[src/rtl/multicycle_controller.sv]
// multicycle_controller: Moore FSM sequencing a shared-ALU, single-memory multicycle RV32I datapath.
// Optional: define MC_ILLEGAL_OP_TRAP_EN to send unlisted opcodes to a sticky TRAP state.
module multicycle_controller #(
   parameter int unsigned OP_W    = 7,
   parameter int unsigned STATE_W = 4
) (
   input  logic               clk,
   input  logic               rst_n,
   input  logic [OP_W-1:0]    op,
   input  logic               mem_ready,
   output logic               pc_write,
   output logic               branch,
   output logic               adr_src,
   output logic               mem_req,
   output logic               mem_write,
   output logic               ir_write,
   output logic               reg_write,
   output logic [1:0]         result_src,
   output logic [1:0]         alu_src_a,
   output logic [1:0]         alu_src_b,
   output logic [1:0]         alu_op,
   output logic [2:0]         imm_src,
   output logic [STATE_W-1:0] state_o,
   output logic               trap
);

   localparam logic [OP_W-1:0] OP_LOAD   = OP_W'(7'b0000011);
   localparam logic [OP_W-1:0] OP_STORE  = OP_W'(7'b0100011);
   localparam logic [OP_W-1:0] OP_RTYPE  = OP_W'(7'b0110011);
   localparam logic [OP_W-1:0] OP_ITYPE  = OP_W'(7'b0010011);
   localparam logic [OP_W-1:0] OP_BRANCH = OP_W'(7'b1100011);
   localparam logic [OP_W-1:0] OP_JAL    = OP_W'(7'b1101111);
   localparam logic [OP_W-1:0] OP_JALR   = OP_W'(7'b1100111);
   localparam logic [OP_W-1:0] OP_LUI    = OP_W'(7'b0110111);
   localparam logic [OP_W-1:0] OP_AUIPC  = OP_W'(7'b0010111);

   localparam logic [1:0] RES_ALUOUT = 2'b00;
   localparam logic [1:0] RES_RDATA  = 2'b01;
   localparam logic [1:0] RES_ALU    = 2'b10;

   localparam logic [1:0] SRCA_PC    = 2'b00;
   localparam logic [1:0] SRCA_OLDPC = 2'b01;
   localparam logic [1:0] SRCA_RS1   = 2'b10;
   localparam logic [1:0] SRCA_ZERO  = 2'b11;

   localparam logic [1:0] SRCB_RS2   = 2'b00;
   localparam logic [1:0] SRCB_IMM   = 2'b01;
   localparam logic [1:0] SRCB_FOUR  = 2'b10;

   localparam logic [1:0] ALUOP_ADD  = 2'b00;
   localparam logic [1:0] ALUOP_BR   = 2'b01;
   localparam logic [1:0] ALUOP_FN   = 2'b10;

   typedef enum logic [STATE_W-1:0] {
      S_START    = STATE_W'(0),
      S_FETCH    = STATE_W'(1),
      S_DECODE   = STATE_W'(2),
      S_MEMADR   = STATE_W'(3),
      S_MEMREAD  = STATE_W'(4),
      S_MEMWB    = STATE_W'(5),
      S_MEMWRITE = STATE_W'(6),
      S_EXECR    = STATE_W'(7),
      S_EXECI    = STATE_W'(8),
      S_ALUWB    = STATE_W'(9),
      S_BRANCH   = STATE_W'(10),
      S_JAL      = STATE_W'(11),
      S_JALR     = STATE_W'(12),
      S_UPPER    = STATE_W'(13)
`ifdef MC_ILLEGAL_OP_TRAP_EN
      , S_TRAP   = STATE_W'(14)
`endif
   } state_e;

   state_e     state_q;
   state_e     state_d;

   logic       jal_pc_q;
   logic       jal_pc_d;
   logic       branch_d;
   logic       adr_src_d;
   logic       mem_req_d;
   logic       mem_write_d;
   logic       reg_write_d;
   logic [1:0] result_src_d;
   logic [1:0] alu_src_a_d;
   logic [1:0] alu_src_b_d;
   logic [1:0] alu_op_d;
   logic       fetch_ack;

   // Next-state: op only consulted in DECODE and MEMADR; memory states hold until mem_ready.
   always_comb begin
      state_d = state_q;
      case (state_q)
         S_START:    state_d = S_FETCH;
         S_FETCH:    if (mem_ready) state_d = S_DECODE;
         S_DECODE: begin
            case (op)
               OP_LOAD, OP_STORE: state_d = S_MEMADR;
               OP_RTYPE:          state_d = S_EXECR;
               OP_ITYPE:          state_d = S_EXECI;
               OP_BRANCH:         state_d = S_BRANCH;
               OP_JAL:            state_d = S_JAL;
               OP_JALR:           state_d = S_JALR;
               OP_LUI, OP_AUIPC:  state_d = S_UPPER;
`ifdef MC_ILLEGAL_OP_TRAP_EN
               default:           state_d = S_TRAP;
`else
               default:           state_d = S_FETCH;
`endif
            endcase
         end
         S_MEMADR:   state_d = (op == OP_LOAD) ? S_MEMREAD : S_MEMWRITE;
         S_MEMREAD:  if (mem_ready) state_d = S_MEMWB;
         S_MEMWB:    state_d = S_FETCH;
         S_MEMWRITE: if (mem_ready) state_d = S_FETCH;
         S_EXECR:    state_d = S_ALUWB;
         S_EXECI:    state_d = S_ALUWB;
         S_ALUWB:    state_d = S_FETCH;
         S_BRANCH:   state_d = S_FETCH;
         S_JALR:     state_d = S_JAL;
         S_JAL:      state_d = S_ALUWB;
         S_UPPER:    state_d = S_ALUWB;
`ifdef MC_ILLEGAL_OP_TRAP_EN
         S_TRAP:     state_d = S_TRAP;
`endif
         default:    state_d = S_START;
      endcase
   end

   // Moore outputs decoded from the state being entered, so they register alongside it.
   always_comb begin
      jal_pc_d     = 1'b0;
      branch_d     = 1'b0;
      adr_src_d    = 1'b0;
      mem_req_d    = 1'b0;
      mem_write_d  = 1'b0;
      reg_write_d  = 1'b0;
      result_src_d = RES_ALUOUT;
      alu_src_a_d  = SRCA_PC;
      alu_src_b_d  = SRCB_RS2;
      alu_op_d     = ALUOP_ADD;
      case (state_d)
         S_FETCH: begin
            mem_req_d    = 1'b1;
            alu_src_a_d  = SRCA_PC;
            alu_src_b_d  = SRCB_FOUR;
            result_src_d = RES_ALU;
         end
         S_DECODE: begin
            alu_src_a_d = SRCA_OLDPC;
            alu_src_b_d = SRCB_IMM;
         end
         S_MEMADR: begin
            alu_src_a_d = SRCA_RS1;
            alu_src_b_d = SRCB_IMM;
         end
         S_MEMREAD: begin
            mem_req_d = 1'b1;
            adr_src_d = 1'b1;
         end
         S_MEMWB: begin
            result_src_d = RES_RDATA;
            reg_write_d  = 1'b1;
         end
         S_MEMWRITE: begin
            mem_req_d   = 1'b1;
            mem_write_d = 1'b1;
            adr_src_d   = 1'b1;
         end
         S_EXECR: begin
            alu_src_a_d = SRCA_RS1;
            alu_src_b_d = SRCB_RS2;
            alu_op_d    = ALUOP_FN;
         end
         S_EXECI: begin
            alu_src_a_d = SRCA_RS1;
            alu_src_b_d = SRCB_IMM;
            alu_op_d    = ALUOP_FN;
         end
         S_ALUWB: begin
            result_src_d = RES_ALUOUT;
            reg_write_d  = 1'b1;
         end
         S_BRANCH: begin
            alu_src_a_d  = SRCA_RS1;
            alu_src_b_d  = SRCB_RS2;
            alu_op_d     = ALUOP_BR;
            result_src_d = RES_ALUOUT;
            branch_d     = 1'b1;
         end
         S_JALR: begin
            alu_src_a_d = SRCA_RS1;
            alu_src_b_d = SRCB_IMM;
         end
         S_JAL: begin
            jal_pc_d     = 1'b1;
            result_src_d = RES_ALUOUT;
            alu_src_a_d  = SRCA_OLDPC;
            alu_src_b_d  = SRCB_FOUR;
         end
         S_UPPER: begin
            alu_src_a_d = (op == OP_LUI) ? SRCA_ZERO : SRCA_OLDPC;
            alu_src_b_d = SRCB_IMM;
         end
         default: ;
      endcase
   end

   // State and registered outputs; reset clears them asynchronously, dropping any mem_req.
   always_ff @(posedge clk or negedge rst_n) begin
      if (!rst_n) begin
         state_q    <= S_START;
         jal_pc_q   <= 1'b0;
         branch     <= 1'b0;
         adr_src    <= 1'b0;
         mem_req    <= 1'b0;
         mem_write  <= 1'b0;
         reg_write  <= 1'b0;
         result_src <= RES_ALUOUT;
         alu_src_a  <= SRCA_PC;
         alu_src_b  <= SRCB_RS2;
         alu_op     <= ALUOP_ADD;
      end else begin
         state_q    <= state_d;
         jal_pc_q   <= jal_pc_d;
         branch     <= branch_d;
         adr_src    <= adr_src_d;
         mem_req    <= mem_req_d;
         mem_write  <= mem_write_d;
         reg_write  <= reg_write_d;
         result_src <= result_src_d;
         alu_src_a  <= alu_src_a_d;
         alu_src_b  <= alu_src_b_d;
         alu_op     <= alu_op_d;
      end
   end

`ifdef MC_ILLEGAL_OP_TRAP_EN
   // Sticky trap flag, only cleared by reset.
   always_ff @(posedge clk or negedge rst_n) begin
      if (!rst_n) trap <= 1'b0;
      else        trap <= (state_d == S_TRAP);
   end
`else
   assign trap = 1'b0;
`endif

   // Fetch completes in the cycle the memory answers: latch IR and advance PC together.
   assign fetch_ack = (state_q == S_FETCH) && mem_ready;
   assign ir_write  = fetch_ack;
   assign pc_write  = fetch_ack | jal_pc_q;
   assign state_o   = state_q;

   // Immediate format select, shared encoding with the single-cycle main decoder.
   always_comb begin
      imm_src = 3'b000;
      case (op)
         OP_LOAD, OP_ITYPE, OP_JALR: imm_src = 3'b001;
         OP_STORE:                   imm_src = 3'b010;
         OP_BRANCH:                  imm_src = 3'b011;
         OP_LUI, OP_AUIPC:           imm_src = 3'b100;
         OP_JAL:                     imm_src = 3'b101;
         default:                    imm_src = 3'b000;
      endcase
   end

endmodule
[config.mk]
export PLATFORM = sky130hd
export DESIGN_NAME = multicycle_controller
export DESIGN_NICKNAME = d
export VERILOG_FILES = /design/src/rtl/multicycle_controller.sv
export SDC_FILE = /design/constraint.sdc
export NUM_CORES = 1
export LEC_CHECK = 0
export CAP_MARGIN = 20
export CORE_MARGIN = 3
export CORE_UTILIZATION = 42
export CTS_CLUSTER_SIZE = 10
export DETAILED_ROUTE_END_ITERATION = 6
export PLACE_DENSITY_LB_ADDON = 0.08
export SYNTH_ARGS = -nofsm -noshare
export SYNTH_HDL_FRONTEND = slang
export SYNTH_SLANG_ARGS = --single-unit
[constraint.sdc]
create_clock -name clk -period 1.75 [get_ports clk]
set_input_delay 0.2625 -clock clk [delete_from_list [all_inputs] [get_ports clk]]
set_output_delay 0.2625 -clock clk [all_outputs]
set_load 0.02 [all_outputs]
# After elaboration in Yosys (flattened, before gate mapping)
# Cells that the tools add are included.
[op_classes]
eq_ne = 35
n_mux = 18
n_bitwise = 1
n_reduce_logical = 15
[op_table]
columns = ["cell", "n"]
rows = [
  ["== test 4 bit (second input constant)", 12],
  ["== test 4 x 3 -> 1 bit (second input constant)", 8],
  ["case mux 4 bit (8 select lines)", 1],
  ["case mux 4 bit (7 select lines)", 1],
  ["== test 7 x 6 -> 1 bit (second input constant)", 3],
  ["== test 7 bit (second input constant)", 3],
  ["== test 4 x 2 -> 1 bit (second input constant)", 4],
  ["case mux 3 bit (5 select lines)", 1],
  ["== test 7 x 5 -> 1 bit (second input constant)", 2],
  ["OR reduction 2 bit", 7],
  ["2-to-1 mux 4 bit", 3],
  ["case mux 2 bit (2 select lines)", 3],
  ["OR reduction 5 bit", 2],
  ["== test 4 x 1 -> 1 bit (second input constant)", 2],
  ["OR reduction 4 bit", 2],
  ["== test 7 x 2 -> 1 bit (second input constant)", 1],
  ["2-to-1 mux 1 bit", 6],
  ["case mux 2 bit (3 select lines)", 1],
  ["OR reduction 3 bit", 2],
  ["logical NOT 4 bit", 1],
  ["2-to-1 mux 2 bit", 2],
  ["logical AND 1 bit", 1],
  ["bitwise OR 1 bit", 1],
]
[word_totals]
register_bits = 18
inputBits = 10
out_inout_bits = 23
wordCells = 80

# Longest topological paths before layout
# Gate-level depths: netlist of the first run.
[logic_depth]
depth_word = 7
ltp_mapped = 8

# Least setup slack after synthesis of the first run
# Ideal clock, no wire load.
[synth_timing]
path_type = "register to register"
start = "reg state_q[2], in the netlist state_o[2]"
end = "reg alu_src_a[1]"
arrival_ps = 1758
t_required_ps = 1613
slack_ps = -145
stages_incl_launch_ff = 9
n_path_buf = 2
period_less_slack_ps = 1895
cell_sequence = "dfrtp_1 -> buf_6 -> nand2b_4 -> or4_4 -> o211ai_1 -> a41o_1 -> buf_6 -> nand2b_4 -> o221ai_1"
[synth_between]
elab_chain_len = 6
word_cells_on_any_way = 31
classes_between = "eq/ne: 21; mux: 5; reduce/logical: 5"
[synth_lines]
columns = ["element", "line", "rtl"]
rows = [
  ["from (decl)", "74", "state_e state_q;"],
  ["from (signal assigned)", "224", "state_q <= state_d;"],
  ["== test 4 bit (tied with other cells)", "93", "case (state_q)"],
  ["OR reduction 4 bit (no source line)", "-", ""],
  ["case mux 4 bit (8 select lines) (*)", "93", ""],
  ["named net state_d[1]", "75", "state_e state_d;"],
  ["== test 4 bit (tied with other cells)", "142", "case (state_d)"],
  ["OR reduction 5 bit (no source line) / OR reduction 2 bit (equally long branches)", "-", ""],
  ["case mux 2 bit (3 select lines) (*)", "142", ""],
  ["named net alu_src_a_d[1]", "85", "logic [1:0] alu_src_a_d;"],
  ["to (signal assigned)", "232", "alu_src_a <= alu_src_a_d;"],
  ["to (decl)", "19", "output logic [1:0] alu_src_a,"],
]
# Mark *: on every way through the listed nets, which the timed path passes. The rest lies on a longest branch.

# Final worst setup path of the first run
[layout_timing]
start = "reg state_q[3], in the netlist state_o[3]"
end = "reg reg_write"
[layout_between]
elab_chain_len = 6
word_cells_on_any_way = 24
classes_between = "eq/ne: 15; mux: 5; reduce/logical: 4"
[layout_lines]
columns = ["element", "line", "rtl"]
rows = [
  ["== test 4 bit (tied with other cells)", "93", ""],
  ["OR reduction 4 bit (no source line)", "-", ""],
  ["case mux 4 bit (8 select lines) (*)", "93", ""],
  ["named net state_d[3]", "75", ""],
  ["== test 4 x 3 -> 1 bit / == test 4 bit (equally long branches)", "142", ""],
  ["OR reduction 2 bit (no source line) (*)", "-", ""],
  ["2-to-1 mux 1 bit (*)", "142", ""],
  ["named net reg_write_d", "83", "logic reg_write_d;"],
  ["to (signal assigned)", "230", "reg_write <= reg_write_d;"],
  ["to (decl)", "17", "output logic reg_write,"],
]
# Marked as above.

==> results of run 1 <==
-- metrics by stage --
stage               cells  cell area, sq um  setup WS (ns)  power [mW]
floorplan             107              1100         -0.121        1.68
global placement      190              1620         -0.602        2.40
detailed placement    190              1620         -0.615        2.42
CTS                   198              1780        -0.0501        2.94
global route          201              1840         -0.177        3.26
finish                201              1840        -0.0858        3.07
-- timing repair --
action,4_1_cts,5_1_grt
hold buffers,0,0
endpoints found under the hold margin,0,0
setup buffers,4,3
gates resized for setup,53,15
setup endpoints to repair,17,17
pin swaps,14,4
-- metal layers --
metal  part of all wire [%]  routed length, um
met4                    1.9                 55
met3                    6.4                186
met1                     44               1280
met2                     48               1410
met5                      0                  0
-- sequential cells by signal (all words and copies together) (netlist names) --
| register | cells |
|---|---|
| adr_src | 1 |
| alu_op | 2 |
| alu_src_a | 2 |
| alu_src_b | 2 |
| jal_pc_q | 1 |
| mem_req | 1 |
| mem_write | 1 |
| reg_write | 1 |
| result_src | 2 |
| state_o | 4 |
-- cell families (layout without fill, tap and decap cells) --
| family | Yosys count | after routing | synth area share, % |
|---|---|---|---|
| compound gates | 23 | 23 | 20.4 |
| xor+xnor | 3 | 3 | 2.39 |
| fa+ha+maj | 1 | 1 | 0.912 |
| buf+inv | 13 | 79 | 8.78 |
| flops | 17 | 17 | 38.8 |
| other cells | 1 | 1 | 0.342 |
| simple gates | 49 | 49 | 28.4 |
-- final timing paths --
kind                            endpoint  slack (ns)  cells past startpoint
min reg2reg                result_src[0]        0.62                      2
max in group asynchronous     state_o[3]        1.27                      2
max                            reg_write       -0.09                      7
min                           state_o[2]        0.29                      2
min in group clk           result_src[0]        0.46                      4
max reg2reg                    reg_write       -0.09                      7
-- synthesized netlist by cell type (3+ instances only) --
library cell / instances
and3b_1: 3
nor2_1: 10
buf_4: 4
xnor2_1: 3
inv_1: 3
a21oi_1: 3
nand2b_1: 4
dfrtp_1: 17
buf_6: 3
nand2_1: 7
nand3_1: 4
-- report_power, final --
| group | internal, mW | total [mW] | switching (mW) |
|---|---|---|---|
| Combinational | 1.17 | 2.27 | 1.10 |
| Clock | 0.0850 | 0.205 | 0.120 |
| Sequential | 0.536 | 0.595 | 0.0593 |
-- cell type report --
type	count	area [sq um]	area share, %
inverters	5	18.8	1.02
well taps	28	35.0	1.90
clock inverters	1	5.00	0.271
clock buffers	3	22.5	1.22
repair buffers	70	619	33.6
multi-input cells	77	714	38.7
flip-flops and latches	17	429	23.3
==> qor.csv, run 1 <==
metric;value;unit
outcome;finished with violations;
failed_checks;negative setup slack;
grt_usage;18.1;%
yosysTopAreaCellShare;38.8;%
cellPowerDensity;1670;nW/um^2
gr-max-usage-layer;met2;
p_leak;0.815;nW
critPathCaptureType;register;
row_count;17;
synth_seq_area_share;38.8;%
layout-drive-gt1-share;48.6;%
ys_seq_elements;17;
crit_path_start;state_o[3];
area_growth;68.1;%
layout_common_cells;buf_4 (34), clkdlybuf4s50_1 (16), dfrtp_1 (14);
drv_cap;0;
critical-path-top-delay-family;simple AND/OR/NAND/NOR gates;
first_iter_violations;10;
ant_nets;0;
grt_pass1_vias;1023;
synthCells;107;
first_pass_iters;4;
use_met2;30.3;%
worst-path-max-fanout;8;
antenna_found_initial;0;
finalSetupTns;-0.509;ns
avgRoutedWirePerCell;14.6;um
crit_buf_inv;2;
yosys.area.top_type;dfrtp_1;
initial_core_util;46.9;%
use_met1;24.1;%
worst_skew_pair.late_latency;0.29;ns
start_kind;register;
setup_slack;-0.0858;ns
syn_nets;117;
critPathSlowestCell;dfrtp_2;
die_h;57.1;um
portBuffers;31;
vias;1088;
rsz0062_at_grt;true;
dp_hpwl;2060;um
critical_path.cell_chain;buf_6, nor4b_4, nand4_1, o211ai_4, buf_4, xnor2_1, nor3_2;
grt_overflow;0;
skew;0.00897;ns
period_minus_slack;1.84;ns
gp_congestion;0.833;
worstPathArrival;2.01;ns
synthArstFlopShare;100;%
die_x;57.1;um
n_fill_cell;156;
dieArea;3260;sq um
worstReg2RegStart;state_o[3];
htree_levels;1;
avgSynthCellArea;10.3;sq um
clockBufferDepth;2;
syn_area;1100;sq um
grt_max_degree;18;
core;2340;sq um
synth_area_leaders;dfrtp_1 (39%), nor2_1 (3.4%), buf_6 (3.1%);
grt_pass1_wl;4710;um
vdd_drop_max;1.34;mV
synthFlopType;dfrtp_1;
required;1.93;ns
slew_violations;0;
cts_made_buffers;3;
wirelength;2930;um
synth_cell_types;47;
finalCoreUtilization;78.8;%
yosys_warnings;0;
max_stage_delay;0.43;ns
drcViolationCount;0;
drt-vias-per-instance;5.41;
min_path_type;input port to async pin;
num_antenna_cells;0;
synth_edf_count;0;
setup_viol;13;
cts-root-buf;clkbuf_4;
path_clk_slew;0.10;ns
cts_tree;built;
crit_type;register to register;
timing.final.crit_share;105;%
io_pins;33;
fmax;0.545;GHz
holdWs;0.285;ns
mostFrequentLayoutCell;buf_4;
nets;184;
hold_violations;0;
use_met3;5.43;%
clock_sinks;17;
(Power assumes the default switching activity.)
==> inputs of run 2 (changes only) <==
Settings changed: CAP_MARGIN 20 to 15, TNS_END_PERCENT set to 1.
==> run 2 against run 1 <==
  * The flow still finishes with violations (negative setup slack)
  * Die area unchanged
  * Cell area down 3.3%
  * Fmax up 0.13%
  * Sequential share of layout area up 0.80 points
  * Sequential cell count unchanged
  * Non-clock buffer count down 2
  * Cell count down 1.0%
  * Register-to-register slack about the same
  * Worst hold slack worse by 0.010 ns
  * Clock power up 3%
  * Largest power group unchanged
==> qor.csv, run 2 (synthesis gave the netlist of run 1 again) <==
metric;value;unit
p_leak;0.781;nW
gp_congestion;0.825;
area_growth;62.5;%
hold_buffers;0;
cts-root-buf;clkbuf_4;
rsz0062_at_grt;true;
worst-path-max-fanout;4;
die_h;57.1;um
critical-path-top-delay-family;simple AND/OR/NAND/NOR gates;
dieArea;3260;sq um
crit_buf_inv;2;
critPathCaptureType;output pin;
grt_pass1_vias;1087;
cts_tree;built;
failed_checks;negative setup slack;
clock_sinks;17;
drt-vias-per-instance;5.35;
critPathSlowestCell;or4_4;
avgRoutedWirePerCell;14.6;um
first_pass_iters;4;
critical_path.cell_chain;buf_4, nand2b_4, or4_4, nand2b_1, buf_4;
ant_nets;0;
crit_cells;5;
cts_made_buffers;3;
reg2reg_depth;7;
core;2340;sq um
nets;182;
fmax;0.545;GHz
initial_core_util;46.9;%
vias;1064;
finalCoreUtilization;76.2;%
layout-drive-gt1-share;44.4;%
timing.final.crit_share;105;%
io_pins;33;
die_x;57.1;um
max_stage_delay;0.46;ns
period_minus_slack;1.83;ns
skew;0.00926;ns
drv_cap;0;
drcViolationCount;0;
required;1.49;ns
holdWs;0.275;ns
mostFrequentLayoutCell;buf_4;
worstPathArrival;1.57;ns
path_clk_slew;0.10;ns
start_kind;register;
antenna_found_initial;0;
grt_pass1_wl;5050;um
first_iter_violations;25;
crit_type;register to output pin;
htree_levels;1;
cpMostUsedCell;buf_4;
min_path_type;input port to async pin;
portBuffers;31;
num_antenna_cells;0;
outcome;finished with violations;
row_count;17;
cellPowerDensity;1650;nW/um^2
setup_viol;11;
worst_skew_pair.late_latency;0.30;ns
vdd_drop_max;1.44;mV
slew_violations;0;
setup_slack;-0.0834;ns
post-place-cells;190;
clockBufferDepth;2;
dp_hpwl;2090;um
wirelength;2910;um
largest_reg_flops;4;
layout_common_cells;buf_4 (33), clkdlybuf4s50_1 (21), dfrtp_1 (14);
grt_usage;19.9;%
hold_violations;0;
grt_max_degree;18;
final_cells;199;
grt_overflow;0;
==> run 2: routing by layer <==
metal	up-vias	track usage [%]	part of all wire (%)
met2	32	32.3	49
met3	7	5.43	6.0
li1	514	-	-
met1	511	25.4	43
met4	0	6.95	1.8
met5	-	0	0
==> run 2: final timing paths <==
| path | slack, ns | startpoint | to |
|---|---|---|---|
| hold / removal | 0.27 | rst_n | alu_op[0] |
| max in group asynchronous | 1.28 | rst_n | state_o[2] |
| hold reg to reg | 0.61 | state_o[3] | result_src[0] |
| min in group clk | 0.61 | state_o[3] | result_src[0] |
| setup reg to reg | -0.08 | state_o[1] | alu_src_b[1] |
| setup / recovery | -0.08 | state_o[0] | pc_write |
==> run 2: where the power goes <==
part	switching [mW]	leakage (nW)	internal, mW
clock	0.126	0.0177	0.0853
combinational	1.05	0.544	1.08
sequential	0.0582	0.219	0.536
total	1.24	0.781	1.70
==> run 2: timing repair <==
item | 4_1_cts | 5_1_grt
pin swaps | 13 | 2
buffers inserted | 5 | 0
setup endpoints to repair | 18 | 19
gates resized for setup | 48 | 2
==> run 2: final cells by class <==
cell class,instances,area (sq um)
multi-input combinational,77,669
timing repair buffer,68,603
fill,174,557
sequential,17,429
tap,28,35.0
clock buffer,3,22.5
inverter,5,18.8
clock inverter,1,5.00
==> run 2: per-stage QoR <==
step	cell area [sq um]	setup TNS, ns	power, mW	setup slack [ns]
floorplan	1100	-0.568	1.68	-0.122
global placement	1610	-8.53	2.34	-0.586
detailed placement	1610	-8.81	2.37	-0.631
CTS	1770	-0.369	2.91	-0.0789
global route	1780	-2.01	3.12	-0.196
finish	1780	-0.524	2.93	-0.0834
